$ cat config.mk
export PLATFORM = sky130hd
export DESIGN_NAME = dec_upper_seq
export DESIGN_NICKNAME = d
export VERILOG_FILES = /design/src/rtl/dec_upper_seq.sv
export SDC_FILE = /design/constraint.sdc
export NUM_CORES = 1
export LEC_CHECK = 0
export CORE_AREA = 4 4 109 90
export CTS_BUF_LIST = sky130_fd_sc_hd__clkbuf_2
export DETAILED_ROUTE_END_ITERATION = 16
export DIE_AREA = 0 0 113 94
export GPL_TIMING_DRIVEN = 0
export PLACE_DENSITY = 0.8
export SYNTH_ARGS = -nofsm -noshare
export SYNTH_HDL_FRONTEND = slang
export SYNTH_SLANG_ARGS = --single-unit
$ cat constraint.sdc
create_clock -name hclk -period 1.3 [get_ports hclk]
set_input_delay 0.195 -clock hclk [delete_from_list [all_inputs] [get_ports hclk]]
set_output_delay 0.195 -clock hclk [all_outputs]
set_load 0.02 [all_outputs]
$ cat src/rtl/dec_upper_seq.sv
`default_nettype none
// ============================================================================
// Module   : dec_upper_seq
// Brief    : Issue-side sequencer for the upper-immediate (LUI/AUIPC) EXU.
//            Accepts one instruction at a time, holds its decoded fields for
//            EXE_CYCLES execute cycles (stall-aware) and retires it with a
//            one-cycle done pulse.
// Revision : 1.0 - initial release
// ============================================================================
module dec_upper_seq #(
    parameter int EXE_CYCLES = 2
) (
    input  logic        hclk,
    input  logic        hrstn,
    input  logic        ifu_valid,
    input  logic [31:0] ifu_instr,
    input  logic [31:0] ifu_pc,
    output logic        ifu_ready,
    input  logic        exu_stall,
    output logic        dec_upper_en,
    output logic        dec_lui,
    output logic        dec_auipc,
    output logic [19:0] dec_imm_type_u,
    output logic [4:0]  dec_rd,
    output logic [31:0] pc,
    output logic [3:0]  cycle_cnt,
    output logic        dec_done,
    output logic        dec_illegal,
    output logic [15:0] ret_cnt
);

    localparam logic [1:0] c_IDLE   = 2'd0;
    localparam logic [1:0] c_EXEC   = 2'd1;
    localparam logic [1:0] c_RETIRE = 2'd2;

    localparam logic [6:0] c_OPC_LUI   = 7'b0110111;
    localparam logic [6:0] c_OPC_AUIPC = 7'b0010111;
    localparam logic [3:0] c_CNT_LAST  = 4'(EXE_CYCLES);

    logic [1:0]  r_state;
    logic [1:0]  w_state_next;
    logic [3:0]  r_cnt;
    logic [3:0]  w_cnt_next;
    logic [19:0] r_imm;
    logic [4:0]  r_rd;
    logic [31:0] r_pc;
    logic        r_lui;
    logic        r_auipc;
    logic        r_illegal;
    logic [15:0] r_ret_cnt;

    logic        w_ready;
    logic        w_accept;
    logic        w_is_lui;
    logic        w_is_auipc;
    logic        w_legal;
    logic        w_take;

    // Ready depends on state only, so fetch never sees a combinational loop.
    assign w_ready    = (r_state != c_EXEC);
    assign w_accept   = ifu_valid && w_ready;
    assign w_is_lui   = (ifu_instr[6:0] == c_OPC_LUI);
    assign w_is_auipc = (ifu_instr[6:0] == c_OPC_AUIPC);
    assign w_legal    = w_is_lui || w_is_auipc;
    assign w_take     = w_accept && w_legal;

    always_ff @(posedge hclk or negedge hrstn) begin
        if (!hrstn) begin
            r_state <= c_IDLE;
            r_cnt   <= 4'd0;
        end else begin
            r_state <= w_state_next;
            r_cnt   <= w_cnt_next;
        end
    end

    always_comb begin
        w_state_next = r_state;
        w_cnt_next   = r_cnt;
        case (r_state)
            c_IDLE: begin
                w_cnt_next = 4'd0;
                if (w_take) begin
                    w_state_next = c_EXEC;
                    w_cnt_next   = 4'd1;
                end
            end
            c_EXEC: begin
                if (!exu_stall) begin
                    if (r_cnt < c_CNT_LAST) begin
                        w_cnt_next = r_cnt + 4'd1;
                    end else begin
                        w_state_next = c_RETIRE;
                        w_cnt_next   = 4'd0;
                    end
                end
            end
            c_RETIRE: begin
                // Back-to-back issue: a legal accept here skips IDLE entirely.
                if (w_take) begin
                    w_state_next = c_EXEC;
                    w_cnt_next   = 4'd1;
                end else begin
                    w_state_next = c_IDLE;
                    w_cnt_next   = 4'd0;
                end
            end
            default: begin
                w_state_next = c_IDLE;
                w_cnt_next   = 4'd0;
            end
        endcase
    end

    // Decoded fields only move on a legal accept; illegal words leave them alone.
    always_ff @(posedge hclk or negedge hrstn) begin
        if (!hrstn) begin
            r_imm   <= 20'd0;
            r_rd    <= 5'd0;
            r_pc    <= 32'd0;
            r_lui   <= 1'b0;
            r_auipc <= 1'b0;
        end else if (w_take) begin
            r_imm   <= ifu_instr[31:12];
            r_rd    <= ifu_instr[11:7];
            r_pc    <= ifu_pc;
            r_lui   <= w_is_lui;
            r_auipc <= w_is_auipc;
        end
    end

    always_ff @(posedge hclk or negedge hrstn) begin
        if (!hrstn) begin
            r_illegal <= 1'b0;
            r_ret_cnt <= 16'd0;
        end else begin
            r_illegal <= w_accept && !w_legal;
            if (r_state == c_RETIRE) begin
                r_ret_cnt <= r_ret_cnt + 16'd1;
            end
        end
    end

    assign ifu_ready      = w_ready;
    assign dec_upper_en   = (r_state == c_EXEC);
    assign dec_lui        = (r_state == c_EXEC) && r_lui;
    assign dec_auipc      = (r_state == c_EXEC) && r_auipc;
    assign dec_imm_type_u = r_imm;
    assign dec_rd         = r_rd;
    assign pc             = r_pc;
    assign cycle_cnt      = r_cnt;
    assign dec_done       = (r_state == c_RETIRE);
    assign dec_illegal    = r_illegal;
    assign ret_cnt        = r_ret_cnt;

endmodule
`default_nettype wire
Word-level counts from Yosys, hierarchy flattened --
Cells that the tools add are included.
Operators by class: reductions and logical operators 10, $lt $le $gt $ge 1, multiplexer cells 9, equality and inequality tests 8, add/subtract/negate cells 2
Operator list (count):
- $add 16x1->16 const B | 1
- $mux 4 | 2
- $pmux 4 s2 | 1
- $eq 7x5->1 const B | 1
- $eq 7x6->1 const B | 1
- $mux 2 | 3
- $ne 2x2->1 const B | 3
- $pmux 2 s3 | 1
- $logic_and 1x1->1 | 5
- $add 4x1->4 const B | 1
- $lt 4x2->1 const B | 1
- $reduce_and 3->1 | 1
- $eq 2x1->1 const B | 1
- $eq 2x2->1 const B | 1
- $logic_not 2->1 | 1
- $mux 1 | 2
- $ne 2x1->1 const B | 1
- $reduce_or 2->1 | 1
- $logic_not 1->1 | 1
- $logic_or 1x1->1 | 1
Word-level totals: word-level logic and storage cells 39, output and inout bits 83, input bits 68, register bits 82

Depth between registers and ports, before layout --
depth in word-level cells 5, mapped depth 6, depth with buffers taken out 5

Worst setup path before layout --
Ideal clock, no wire load.
path kind register -> register, start point reg r_state[1], end point reg r_cnt[0], in the netlist cycle_cnt[0], path buffers 1, library setup time 101 ps, required time 1199 ps, arrival time 1322 ps, cell stages (with the launch flop) 5, clock period less this slack 1422 ps, slack -122 ps, cells stage by stage dfrtp_1 > nand2b_1 > buf_6 > or4_4 > o311ai_2
On the way: cells in the longest elaborated chain, start to end 5, elaborated cells on any way between the ends 10, those cells by class eq/ne: 4; mux: 2; reduce/logical: 4
RTL lines:
- from (decl) | RTL line 40 | logic [1:0] r_state;
- from (signal assigned) | RTL line 69 | r_state <= c_IDLE;
- from (signal assigned) | RTL line 72 | r_state <= w_state_next;
- $ne 2x1->1 | RTL line 60 | assign w_ready = (r_state != c_EXEC);
- named net ifu_ready | RTL line 18 | output logic ifu_ready,
- $logic_and 1x1->1 | RTL line 61 | assign w_accept = ifu_valid && w_ready;
- $logic_and 1x1->1 | RTL line 65 | assign w_take = w_accept && w_legal;
- $mux 1 | RTL line 83, 100
- $pmux 4 s2 | RTL line 80 | case (r_state)
- to (signal assigned) | RTL line 73 | r_cnt <= w_cnt_next;
- to (decl) | RTL line 42 | logic [3:0] r_cnt;
The timed path passes the listed nets, and every way through them passes these cells. A chain may end at the register's enable or synchronous reset.

Final worst setup path --
start point reg r_state[0], end point reg r_imm[6], in the netlist dec_imm_type_u[6]
On the way: cells in the longest elaborated chain, start to end 3
RTL lines:
- $ne 2x1->1 | RTL line 60
- $logic_and 1x1->1 | RTL line 61
- $logic_and 1x1->1 | RTL line 65
- to (signal assigned) | RTL line 124 | r_imm <= ifu_instr[31:12];
- to (decl) | RTL line 44 | logic [19:0] r_imm;
No other way between the ends.

==> impl_metrics.env <==
export IMPL_clock_fmax_ghz=0.6124
export IMPL_p_sw_uw=2772
export IMPL_comb_power_share_pct=45.5
export IMPL_core_mm2=0.008805
export IMPL_seq_power_share_pct=39.8
export IMPL_grt_pass1_wl_mm=14.31
export IMPL_outcome="complete, but fails checks"
export IMPL_avgSynthCellArea_um2=15.42
export IMPL_clk_pin_slew_worst_paths_ns=0.22
export IMPL_antenna_found_initial=0
export IMPL_portBuffers=150
export IMPL_cts_made_buffers=9
export IMPL_die_w_um=113
export IMPL_grt_pass1_vias=2878
export IMPL_drc_errors=0
export IMPL_ios=151
export IMPL_ys_seq_area_share_pct=61.33
export IMPL_cp_data_arrival_time_ns=2.03
export IMPL_worst_slew_pin_slew_ns=0.5814
export IMPL_total_power_uw=8497
export IMPL_setup_viol=86
export IMPL_viasPerCell=4.617
export IMPL_initialDrtViolationCount=60
export IMPL_tns_ns=-21.01
export IMPL_cts_buffer_depth=2
export IMPL_p_leak_uw=0.003230
export IMPL_criticalPathCategory="reg -> reg"
export IMPL_track_usage_pct=17.29
export IMPL_wire_per_inst_um=16.23
export IMPL_multi_input_area_mm2=0.001413
export IMPL_grt_overflow=0
export IMPL_place_congestion=0.7528
export IMPL_clkPwrFrac_pct=14.7
export IMPL_num_vias=2650
export IMPL_drv_slew=0
export IMPL_ff_latch_area_mm2=0.002058
export IMPL_dieArea_mm2=0.01062
export IMPL_rsz0062_at_grt="true"
export IMPL_h_tree_depth=3
export IMPL_synth_distinct_cells=26
export IMPL_insertion_delay_ns=0.50
export IMPL_period_share_pct=125.6
export IMPL_violations="negative setup slack"
export IMPL_start_util_pct=38.00
export IMPL_final_common_cell="buf_6"
export IMPL_switching_share_pct=32.63
export IMPL_layout_common_cells="buf_6 (92), dfrtp_1 (77), buf_4 (67)"
export IMPL_fillers=594
export IMPL_async_reset_ff_share_pct=100.0
export IMPL_finalHoldViolCount=0
export IMPL_synth_nets=287
export IMPL_ys_warn_count=0
export IMPL_hold_slack_ns=0.2008
export IMPL_crit_path_max_fanout=10
export IMPL_min_period_ns=1.633
export IMPL_hpwl_mm=6.126
export IMPL_fin_skew_ns=0.02032
export IMPL_cts_sinks=82
export IMPL_synth_edff_count=0
export IMPL_p_per_area_mw_per_mm2=1380
export IMPL_cts_root_buf="clkbuf_2"
export IMPL_diodes=0
export IMPL_synth_seq_cells=82
export IMPL_critPathCaptureType="flip-flop"
export IMPL_hp_class="in -> async"
export IMPL_peakVddDrop_uv=927.2
export IMPL_worstSetupStartpointType="flip-flop"
export IMPL_synth_area_mm2=0.003346
export IMPL_drive_above_1_share_pct=59.04
export IMPL_area_growth_pct=83.99
export IMPL_routed_wl_mm=9.317
export IMPL_fin_ws_ns=-0.3330
export IMPL_rows=31
export IMPL_cts_tree="built"
export IMPL_synthFlopType="dfrtp_1"
export IMPL_dr_pass1_iters=4
export IMPL_detail_route_antenna_nets=0
export IMPL_grt_max_degree=46
export IMPL_syn_inst=217
export IMPL_slew_headroom_pct=61.24
export IMPL_maxCapViolations=0
export IMPL_cp_required_ns=1.69
export IMPL_nets=526
export IMPL_cell_internal_pwr_uw=5725
export IMPL_die_h_um=94
-- cells by family (layout without fill, tap and decap cells) --
logic type,Yosys count,count (layout),synth area share (%)
xor+xnor,15,15,3.927
simple gates,44,44,8.190
flops,82,82,61.33
fa+ha+maj,2,2,0.7478
mux,59,59,21.88
buf+inv,10,252,2.767
compound gates,5,5,1.159
-- sequential cells by signal, indices dropped and copies added, names as in the netlist --
| register | flops |
|---|---|
| pc | 32 |
| ret_cnt | 16 |
| dec_imm_type_u | 20 |
| cycle_cnt | 4 |
| dec_rd | 5 |
| r_state | 2 |
| r_lui | 1 |
| dec_illegal | 1 |
| r_auipc | 1 |
-- synthesized netlist by cell type (2+ instances only) --
| master | count | share of area (%) |
|---|---|---|
| dfrtp_1 | 82 | 61 |
| nand4_1 | 5 | 0.93 |
| nand2_1 | 10 | 1.1 |
| ha_1 | 2 | 0.75 |
| buf_2 | 2 | 0.30 |
| and3_1 | 4 | 0.75 |
| and4_1 | 4 | 1.0 |
| and2_1 | 5 | 0.93 |
| mux2_4 | 18 | 8.1 |
| mux2_2 | 41 | 14 |
| xnor2_1 | 10 | 2.6 |
| nand3_1 | 6 | 0.90 |
| nor2_1 | 3 | 0.34 |
| xor2_1 | 5 | 1.3 |
| o21ai_0 | 3 | 0.45 |
| buf_6 | 7 | 2.4 |
-- power groups by stage --
stage	sequential, uW	combinational, uW	clock, uW
finish	3380	3860	1250
global placement	3370	2770	0
CTS	3370	3600	1320
detailed placement	3390	2830	0
floorplan	3850	944	0
global route	3430	4080	1420
-- repair_timing --
action                                  in CTS  in global routing
setup buffers                               57                 18
pin swaps                                   17                  5
endpoints found under the hold margin       44                  0
gates cloned                                 1                  2
resized for setup                          530                  9
endpoints found under the setup margin     155                161
hold buffers                                 1                  0
-- through the flow --
stage | utilization [%] | cells | cell area [um^2] | setup slack [ns]
after floorplan | - | 217 | 3501 | -0.1091
after global routing | 69.92 | 574 | 6156 | -0.4305
after detailed placement | 58.65 | 483 | 5164 | -0.5855
after global placement | 58.45 | 482 | 5146 | -3.152
final | 69.92 | 574 | 6156 | -0.3330
after CTS | 67.32 | 554 | 5927 | -0.3482
-- worst max-delay path, cell delays in order, from the launching register on --
cell and delay, ns:
dfrtp_2 0.49, nand2b_4 0.12, buf_4 0.13, nand4_4 0.15, buf_12 0.19, buf_12 0.14, mux2_4 0.30
-- final timing paths --
path	slack [ns]	depth (start not counted)	to	startpoint
worst max-delay path	-0.33	6	dec_imm_type_u[6]$_DFFE_PN0N_	r_state[0]$_DFFE_PN0P_
worst min-delay path	0.20	2	dec_imm_type_u[3]$_DFFE_PN0N_	hrstn
worst max register to register	-0.33	6	dec_imm_type_u[6]$_DFFE_PN0N_	r_state[0]$_DFFE_PN0P_
worst min register to register	0.52	2	r_auipc$_DFFE_PN0N_	r_auipc$_DFFE_PN0N_
max in group asynchronous	0.48	3	pc[25]$_DFFE_PN0N_	hrstn
min in group hclk	0.25	2	r_auipc$_DFFE_PN0N_	ifu_instr[5]
-- layout make-up --
cell class                      instances  area share, %
Clock inverter                          4         0.7317
Timing Repair Buffer                  230          37.68
Inverter                                1         0.1423
Clock buffer                           10         0.8130
Tap cell                              115          2.337
Sequential cell                        82          33.43
Multi-Input combinational cell        125          22.95
Buffer                                  7          1.911
-- per-layer routing --
metal	up-vias	GRT usage, %	part of all wire (%)
met5	-	0	0
met2	115	28.85	49
met1	1283	20.21	40
met3	12	7.727	9.0
li1	1240	-	-
met4	0	5.005	1.2
Power figures use the tool's default switching activity.
